[src/rtl/lcd_pkg.sv]
// Shared types and geometry defaults for the LCD pixel-stream receive path.
package lcd_pkg;

    localparam int H_ACTIVE_DEF = 800;
    localparam int V_ACTIVE_DEF = 480;
    localparam int X_W          = 11;
    localparam int Y_W          = 10;

    typedef struct packed {
        logic [7:0] r;
        logic [7:0] g;
        logic [7:0] b;
    } rgb_t;

    typedef enum logic {
        HUNT  = 1'b0,
        FRAME = 1'b1
    } sink_state_e;

endpackage

[src/rtl/lcd_sync_edge.sv]
// Input stage: registers the qualified pixel bundle, normalises sync polarity
// and derives DE / vsync edges between consecutive qualified samples.
module lcd_sync_edge
    import lcd_pkg::*;
#(
    parameter bit SYNC_ACTIVE_LOW = 1'b1
) (
    input  logic       clk,
    input  logic       rst_n,
    input  logic [7:0] red,
    input  logic [7:0] green,
    input  logic [7:0] blue,
    input  logic       vsync,
    input  logic       de,
    input  logic       dclk_en,
    output logic       q_valid,
    output rgb_t       rgb,
    output logic       de_cur,
    output logic       de_rise,
    output logic       vs_rise
);

    logic de_q;
    logic de_p;
    logic vs_q;
    logic vs_p;

    // q_valid marks that the current/previous copies advanced this cycle,
    // so downstream logic acts exactly once per qualified sample.
    always_ff @(posedge clk or negedge rst_n) begin
        if (!rst_n) begin
            q_valid <= 1'b0;
            rgb     <= '0;
            de_q    <= 1'b0;
            de_p    <= 1'b0;
            vs_q    <= 1'b0;
            vs_p    <= 1'b0;
        end else begin
            q_valid <= dclk_en;
            if (dclk_en) begin
                rgb  <= rgb_t'({red, green, blue});
                de_q <= de;
                de_p <= de_q;
                vs_q <= vsync ^ SYNC_ACTIVE_LOW;
                vs_p <= vs_q;
            end
        end
    end

    assign de_cur  = de_q;
    assign de_rise = de_q & ~de_p;
    assign vs_rise = vs_q & ~vs_p;

endmodule

[src/rtl/lcd_pixel_sink.sv]
// LCD pixel-stream sink: recovers pixel coordinates, line/frame markers,
// geometry errors and a lock indication from the DE/vsync bundle.
module lcd_pixel_sink
    import lcd_pkg::*;
#(
    parameter int H_ACTIVE        = H_ACTIVE_DEF,
    parameter int V_ACTIVE        = V_ACTIVE_DEF,
    parameter bit SYNC_ACTIVE_LOW = 1'b1,
    parameter int LOCK_FRAMES     = 2
) (
    input  logic            clk_clk,
    input  logic            reset_reset_n,
    input  logic [7:0]      lcd_red,
    input  logic [7:0]      lcd_green,
    input  logic [7:0]      lcd_blue,
    input  logic            lcd_hsync,
    input  logic            lcd_vsync,
    input  logic            lcd_de,
    input  logic            lcd_dclk_en,
    output logic            pix_valid,
    output logic [X_W-1:0]  pix_x,
    output logic [Y_W-1:0]  pix_y,
    output logic [23:0]     pix_rgb,
    output logic            sof,
    output logic            eol,
    output logic            frame_done,
    output logic            err_width,
    output logic            err_height,
    output logic            locked
);

    localparam int             LW     = $clog2(LOCK_FRAMES + 1);
    localparam logic [X_W-1:0] H_EXP  = X_W'(H_ACTIVE);
    localparam logic [Y_W-1:0] V_EXP  = Y_W'(V_ACTIVE);
    localparam logic [LW-1:0]  LOCK_C = LW'(LOCK_FRAMES);

    logic q_valid;
    rgb_t rgb;
    logic de_cur;
    logic de_rise;
    logic vs_rise;

    // hsync carries no information the counters need; DE alone frames a line.
    logic unused_hsync;
    assign unused_hsync = lcd_hsync;

    lcd_sync_edge #(.SYNC_ACTIVE_LOW(SYNC_ACTIVE_LOW)) u_sync_edge (
        .clk     (clk_clk),
        .rst_n   (reset_reset_n),
        .red     (lcd_red),
        .green   (lcd_green),
        .blue    (lcd_blue),
        .vsync   (lcd_vsync),
        .de      (lcd_de),
        .dclk_en (lcd_dclk_en),
        .q_valid (q_valid),
        .rgb     (rgb),
        .de_cur  (de_cur),
        .de_rise (de_rise),
        .vs_rise (vs_rise)
    );

    sink_state_e    state_q, state_d;
    logic [X_W-1:0] x_q, x_d, x_cur;
    logic [Y_W-1:0] y_q, y_d;
    logic           in_line_q, in_line_d;
    logic           frame_err_q, frame_err_d;
    logic [LW-1:0]  clean_q, clean_d;
    logic           pv_d, sof_d, eol_d, fd_d, ew_d, eh_d, locked_d;
    logic [X_W-1:0] px_d;
    logic [Y_W-1:0] py_d;
    logic [23:0]    prgb_d;

    // A vsync edge landing on an open line closes that line first (no pixel is
    // taken from that sample), then closes the frame on the updated line count.
    always_comb begin
        state_d     = state_q;
        x_d         = x_q;
        y_d         = y_q;
        in_line_d   = in_line_q;
        frame_err_d = frame_err_q;
        clean_d     = clean_q;
        locked_d    = locked;
        pv_d        = 1'b0;
        sof_d       = 1'b0;
        eol_d       = 1'b0;
        fd_d        = 1'b0;
        ew_d        = 1'b0;
        eh_d        = 1'b0;
        px_d        = pix_x;
        py_d        = pix_y;
        prgb_d      = pix_rgb;
        x_cur       = in_line_q ? x_q : '0;
        if (q_valid) begin
            case (state_q)
                HUNT: begin
                    if (vs_rise) begin
                        state_d     = FRAME;
                        x_d         = '0;
                        y_d         = '0;
                        in_line_d   = 1'b0;
                        frame_err_d = 1'b0;
                    end
                end
                FRAME: begin
                    if (in_line_q && (!de_cur || vs_rise)) begin
                        eol_d     = 1'b1;
                        ew_d      = (x_q != H_EXP);
                        y_d       = (y_q == '1) ? y_q : y_q + 1'b1;
                        x_d       = '0;
                        in_line_d = 1'b0;
                    end else if (de_cur && !vs_rise && (in_line_q || de_rise)) begin
                        pv_d      = 1'b1;
                        px_d      = x_cur;
                        py_d      = y_q;
                        prgb_d    = rgb;
                        sof_d     = (x_cur == '0) && (y_q == '0);
                        x_d       = (x_cur == '1) ? x_cur : x_cur + 1'b1;
                        in_line_d = 1'b1;
                    end
                    if (vs_rise) begin
                        fd_d = 1'b1;
                        eh_d = (y_d != V_EXP);
                        y_d  = '0;
                        x_d  = '0;
                    end
                end
                default: state_d = HUNT;
            endcase
            if (ew_d) begin
                frame_err_d = 1'b1;
            end
            if (fd_d) begin
                if (eh_d || frame_err_d) begin
                    clean_d = '0;
                end else if (clean_q < LOCK_C) begin
                    clean_d = clean_q + 1'b1;
                end
                frame_err_d = 1'b0;
            end else if (ew_d) begin
                clean_d = '0;
            end
            locked_d = (clean_d == LOCK_C);
        end
    end

    always_ff @(posedge clk_clk or negedge reset_reset_n) begin
        if (!reset_reset_n) begin
            state_q     <= HUNT;
            x_q         <= '0;
            y_q         <= '0;
            in_line_q   <= 1'b0;
            frame_err_q <= 1'b0;
            clean_q     <= '0;
            pix_valid   <= 1'b0;
            pix_x       <= '0;
            pix_y       <= '0;
            pix_rgb     <= '0;
            sof         <= 1'b0;
            eol         <= 1'b0;
            frame_done  <= 1'b0;
            err_width   <= 1'b0;
            err_height  <= 1'b0;
            locked      <= 1'b0;
        end else begin
            state_q     <= state_d;
            x_q         <= x_d;
            y_q         <= y_d;
            in_line_q   <= in_line_d;
            frame_err_q <= frame_err_d;
            clean_q     <= clean_d;
            pix_valid   <= pv_d;
            pix_x       <= px_d;
            pix_y       <= py_d;
            pix_rgb     <= prgb_d;
            sof         <= sof_d;
            eol         <= eol_d;
            frame_done  <= fd_d;
            err_width   <= ew_d;
            err_height  <= eh_d;
            locked      <= locked_d;
        end
    end

endmodule
[config.mk]
export PLATFORM = sky130hd
export DESIGN_NAME = lcd_pixel_sink
export DESIGN_NICKNAME = d
export VERILOG_FILES = /design/src/rtl/lcd_pkg.sv /design/src/rtl/lcd_sync_edge.sv /design/src/rtl/lcd_pixel_sink.sv
export SDC_FILE = /design/constraint.sdc
export NUM_CORES = 1
export LEC_CHECK = 0
export BUFFER_PORTS_ARGS = -buffer_cell sky130_fd_sc_hd__buf_2
export CORE_AREA = 10 10 127 129
export CTS_CLUSTER_DIAMETER = 50
export DETAILED_ROUTE_END_ITERATION = 12
export DIE_AREA = 0 0 137 139
export GPL_ROUTABILITY_DRIVEN = 0
export GPL_TIMING_DRIVEN = 1
export PLACE_DENSITY = 0.63
export SKIP_LAST_GASP = 1
export SLEW_MARGIN = 20
export SYNTH_ARGS = -nofsm -noshare
export SYNTH_HDL_FRONTEND = slang
export SYNTH_SLANG_ARGS = --single-unit
export TNS_END_PERCENT = 1
[constraint.sdc]
create_clock -name clk_clk -period 6.68 [get_ports clk_clk]
set_input_delay 2.004 -clock clk_clk [delete_from_list [all_inputs] [get_ports clk_clk]]
set_output_delay 2.004 -clock clk_clk [all_outputs]
set_load 0.005 [all_outputs]
==> out/qor.log <==
[yosys] mean area per synthesized cell 9.83 um^2
[setup_path] Critical Path RT 6970 ps
[floorplan] Core Region 13,700 um^2
[cts] CTS clock-pin slew for the worst setup and hold paths 70 ps
[grt] vias in the first global route 3,960
[placement] placed cell areas 5340 um^2
[finish] area growth from synthesis to final layout 17.1%
[job] max capacitance violation total 0
[timing] Achievable Freq 0.322 GHz
[setup_path] arrival time worst endpoint 3390 ps
[grt] GRT Overall Usage 13.0%
[yosys] post-synthesis instance area 4820 um^2
[routing] number of iterations in the first detailed-routing pass 5
[setup_path] startpoint of the worst-slack reg-to-reg timing path u_sync_edge.vs_p$_DFFE_PN0P_
[yosys] post-synthesis sequential area ratio 55.5%
[cts] Num CTS Buffers 9
[floorplan] Placement Rows 43
[finish] number of inserted diodes 0
[routing] overall via count from detail_route 3,852
[setup_path] FF-to-FF path depth 7
[floorplan] Die Outline Area 19,000 um^2
[routing] post-detailed-route via-to-cell ratio 5.19
[timing] count of endpoints failing hold in the final timing report 0
[floorplan] Starting Density 35.3%
[yosys] top flip-flop cell by instance count after synthesis sky130_fd_sc_hd__dfrtp_1
[power] largest vdd supply drop 0.168 mV
[yosys] count of synthesis-stage warnings from yosys 0
[yosys] synthesized netlist net count 526
[cts] root buffer cell sky130_fd_sc_hd__clkbuf_16
[routing] Detailed Route Iter0 Violations 235
[grt] number of antenna violations at the first check in global routing 1
[setup_path] critical path capture point x_q[9]$_DFFE_PN0P_
[timing] transition time at the pin with the least slew margin 788 ps
[timing] Tmin final 3110 ps
[timing] max-slew violation total from the final report 0
[setup_path] CP Max Fanout 42
[routing] drt wl/cell 15.9 um
[floorplan] die height 139 um
[yosys] flip-flop and latch count after synthesis 107
[cts] CTS sink cnt 107
[timing] final count of negative-setup-slack endpoints 0
[placement] HPWL after detailed placement 8.35 mm
[cts] source-to-sink clock delay at the later pin of the worst-skew pair 350 ps
[cts] clock tree from TritonCTS built
[yosys] count of unique library cells instantiated by Yosys 58
[floorplan] die width 137 um
[cts] number of cells upsized or downsized after cts 0
[yosys] number of flops mapped to enable cells by yosys 0
[routing] number of nets with antenna violations after detailed routing 0
[finish] Finished Cell Area 5650 um^2
[setup_path] Crit. End Element flop
[finish] total of fill cells in the finished design 1,385
[grt] pin count of the biggest net entering global routing 62
[floorplan] top-level port count 82
[cts] maximum count of clock buffers along a single path 2
[worst_hold_path] Worst Hold Class reg -> reg
[yosys] fraction of registers with async set/reset 100%
[power] leakage dissipation 2.69 nW
[setup_path] slack of the worst reg-to-reg path 3570 ps
[cts] Post-CTS Setup Inserts 0
[setup_path] Critical R2R Capture x_q[9]$_DFFE_PN0P_
[setup_path] critical path launch point type flop
[power] power density cells 308 nW/um^2
[timing] RSZ-0062 raised after global routing no
[finish] ratio of cells with drive above 1 in the final layout 24.2%
[timing] worst-case clock skew 6.66 ps
[timing] setup_tns 0 ps
[routing] total wirelength of the detailed-routed design 11.8 mm
[cts] level count of the clock H-tree 3
[setup_path] classification of the worst setup path reg -> reg
[grt] first-pass GRT wire length 20.3 mm
[timing] worst slew margin relative to its limit 47.5%
[grt] GRT overflow 0
[yosys] synthesized instance count 491
[outcome] outcome finished, final reports clean
[routing] residual DRC count 0
[placement] number of buffers added on ports 80
[finish] number of nets in the finished design 593
[cts] count of hold-fix buffers inserted at cts 0
[timing] Final Cycle Share 46.5%
[setup_path] timing startpoint of the critical path u_sync_edge.vs_p$_DFFE_PN0P_
## where the power goes
part	switching, W	leakage [nW]	internal (W)
registers	0.0000859	1.38	0.000759
logic	0.000195	1.16	0.000146
clock network	0.000226	0.152	0.000326
total	0.000506	2.69	0.00123
## cell usage in the layout (no fill, tap or decap), types with 3 or more instances in the layout
cell                          n
sky130_fd_sc_hd__mux2_2      27
sky130_fd_sc_hd__buf_2       79
sky130_fd_sc_hd__nand2_1    148
sky130_fd_sc_hd__nand4_1      6
sky130_fd_sc_hd__o21ai_1     11
sky130_fd_sc_hd__inv_1        8
sky130_fd_sc_hd__o21ai_0     28
sky130_fd_sc_hd__a21oi_1     18
sky130_fd_sc_hd__nor3_1       5
sky130_fd_sc_hd__clkbuf_16    9
sky130_fd_sc_hd__nand3_1     20
sky130_fd_sc_hd__buf_4        3
sky130_fd_sc_hd__nand2b_1     3
sky130_fd_sc_hd__ha_1         5
sky130_fd_sc_hd__and2_1       5
sky130_fd_sc_hd__dfrtp_1    107
sky130_fd_sc_hd__a32o_1       4
sky130_fd_sc_hd__nor2_1      16
sky130_fd_sc_hd__o31ai_1      3
## sequential cells by signal, indices dropped and copies added, names as in the netlist
signal,flops
pix_rgb,24
u_sync_edge.rgb,24
pix_x,11
x_q,11
pix_y,10
y_q,10
clean_q,2
eol,1
err_height,1
err_width,1
frame_done,1
frame_err_q,1
in_line_q,1
locked,1
pix_valid,1
sof,1
state_q,1
u_sync_edge.de_cur,1
u_sync_edge.de_p,1
u_sync_edge.q_valid,1
u_sync_edge.vs_p,1
u_sync_edge.vs_q,1
## cell usage after synthesis, types with 5 or more instances
| library cell | count | area, um^2 |
|---|---|---|
| sky130_fd_sc_hd__nand4_1 | 6 | 37.5 |
| sky130_fd_sc_hd__o21ai_0 | 28 | 140 |
| sky130_fd_sc_hd__dfrtp_1 | 107 | 2680 |
| sky130_fd_sc_hd__nor2_1 | 16 | 60.1 |
| sky130_fd_sc_hd__o21ai_1 | 11 | 55.1 |
| sky130_fd_sc_hd__nand2_1 | 148 | 556 |
| sky130_fd_sc_hd__ha_1 | 5 | 62.6 |
| sky130_fd_sc_hd__clkbuf_1 | 15 | 56.3 |
| sky130_fd_sc_hd__nor3_1 | 5 | 25.0 |
| sky130_fd_sc_hd__nand3_1 | 20 | 100 |
| sky130_fd_sc_hd__mux2_2 | 27 | 304 |
| sky130_fd_sc_hd__a21oi_1 | 18 | 90.1 |
| sky130_fd_sc_hd__inv_1 | 8 | 30.0 |
| sky130_fd_sc_hd__and2_1 | 5 | 31.3 |
| sky130_fd_sc_hd__buf_2 | 6 | 30.0 |
## critical path, cell delays in order, from the launching register on
cell                       delay (ps)
sky130_fd_sc_hd__dfrtp_1          350
sky130_fd_sc_hd__nand2b_1         620
sky130_fd_sc_hd__nand2_1          290
sky130_fd_sc_hd__a211o_2          380
sky130_fd_sc_hd__inv_2            540
sky130_fd_sc_hd__nand2_1          380
sky130_fd_sc_hd__o21ai_0          300
sky130_fd_sc_hd__a32o_1           160
## logic make-up (layout without fill, tap and decap cells)
| group | Yosys count | after routing | share of synthesized area (%) |
|---|---|---|---|
| and+or+nand+nor | 224 | 224 | 21.0 |
| DFF | 107 | 107 | 55.5 |
| AOI/OAI and AO/OA | 88 | 88 | 11.7 |
| xor gates and xnor gates | 1 | 1 | 0.182 |
| muxes | 30 | 30 | 6.95 |
| buffers and inverters | 36 | 107 | 3.42 |
| adders and majority gates | 5 | 5 | 1.30 |
## per-layer routing
layer / part of all wire [%] / track usage, % / vias up
met4: 1.5 / 4.16 / 2
met3: 8.5 / 5.14 / 19
met2: 46 / 19.6 / 145
met5: 0.059 / 0 / -
li1: - / - / 1835
met1: 44 / 16.6 / 1851
## final cells by class
cell class	instances	area, um^2	share of cell area (%)
Clock buffer	10	229	4.05
Clock inverter	5	78.8	1.40
Inverter	10	37.5	0.664
Multi-Input combinational cell	348	1980	35.1
Sequential cell	107	2680	47.4
Tap cell	180	225	3.99
Timing Repair Buffer	82	418	7.40
## worst min-delay path by stage
stage                                                from                      end  cells past startpoint
after floorplan            u_sync_edge.rgb[0]$_DFFE_PN0P_   pix_rgb[0]$_DFFE_PN0P_                      2
after global routing      u_sync_edge.rgb[10]$_DFFE_PN0P_  pix_rgb[10]$_DFFE_PN0P_                      2
after detailed placement  u_sync_edge.rgb[10]$_DFFE_PN0P_  pix_rgb[10]$_DFFE_PN0P_                      2
after global placement    u_sync_edge.rgb[22]$_DFFE_PN0P_  pix_rgb[22]$_DFFE_PN0P_                      2
final                      u_sync_edge.rgb[1]$_DFFE_PN0P_   pix_rgb[1]$_DFFE_PN0P_                      2
after CTS                  u_sync_edge.rgb[1]$_DFFE_PN0P_   pix_rgb[1]$_DFFE_PN0P_                      2
## stage by stage
| step | setup WS (ps) | hold slack, ps | util (%) | std cells | power (W) |
|---|---|---|---|---|---|
| CTS | 3580 | 467 | 41.3 | 742 | 0.00176 |
| global placement | 3410 | 445 | 39.1 | 727 | 0.00119 |
| floorplan | 3870 | 435 | - | 491 | 0.00103 |
| detailed placement | 3390 | 455 | 39.1 | 727 | 0.00120 |
| finish | 3570 | 468 | 41.3 | 742 | 0.00174 |
| global route | 3250 | 486 | 41.3 | 742 | 0.00185 |
Note: power is estimated with default switching activity, not from simulation.
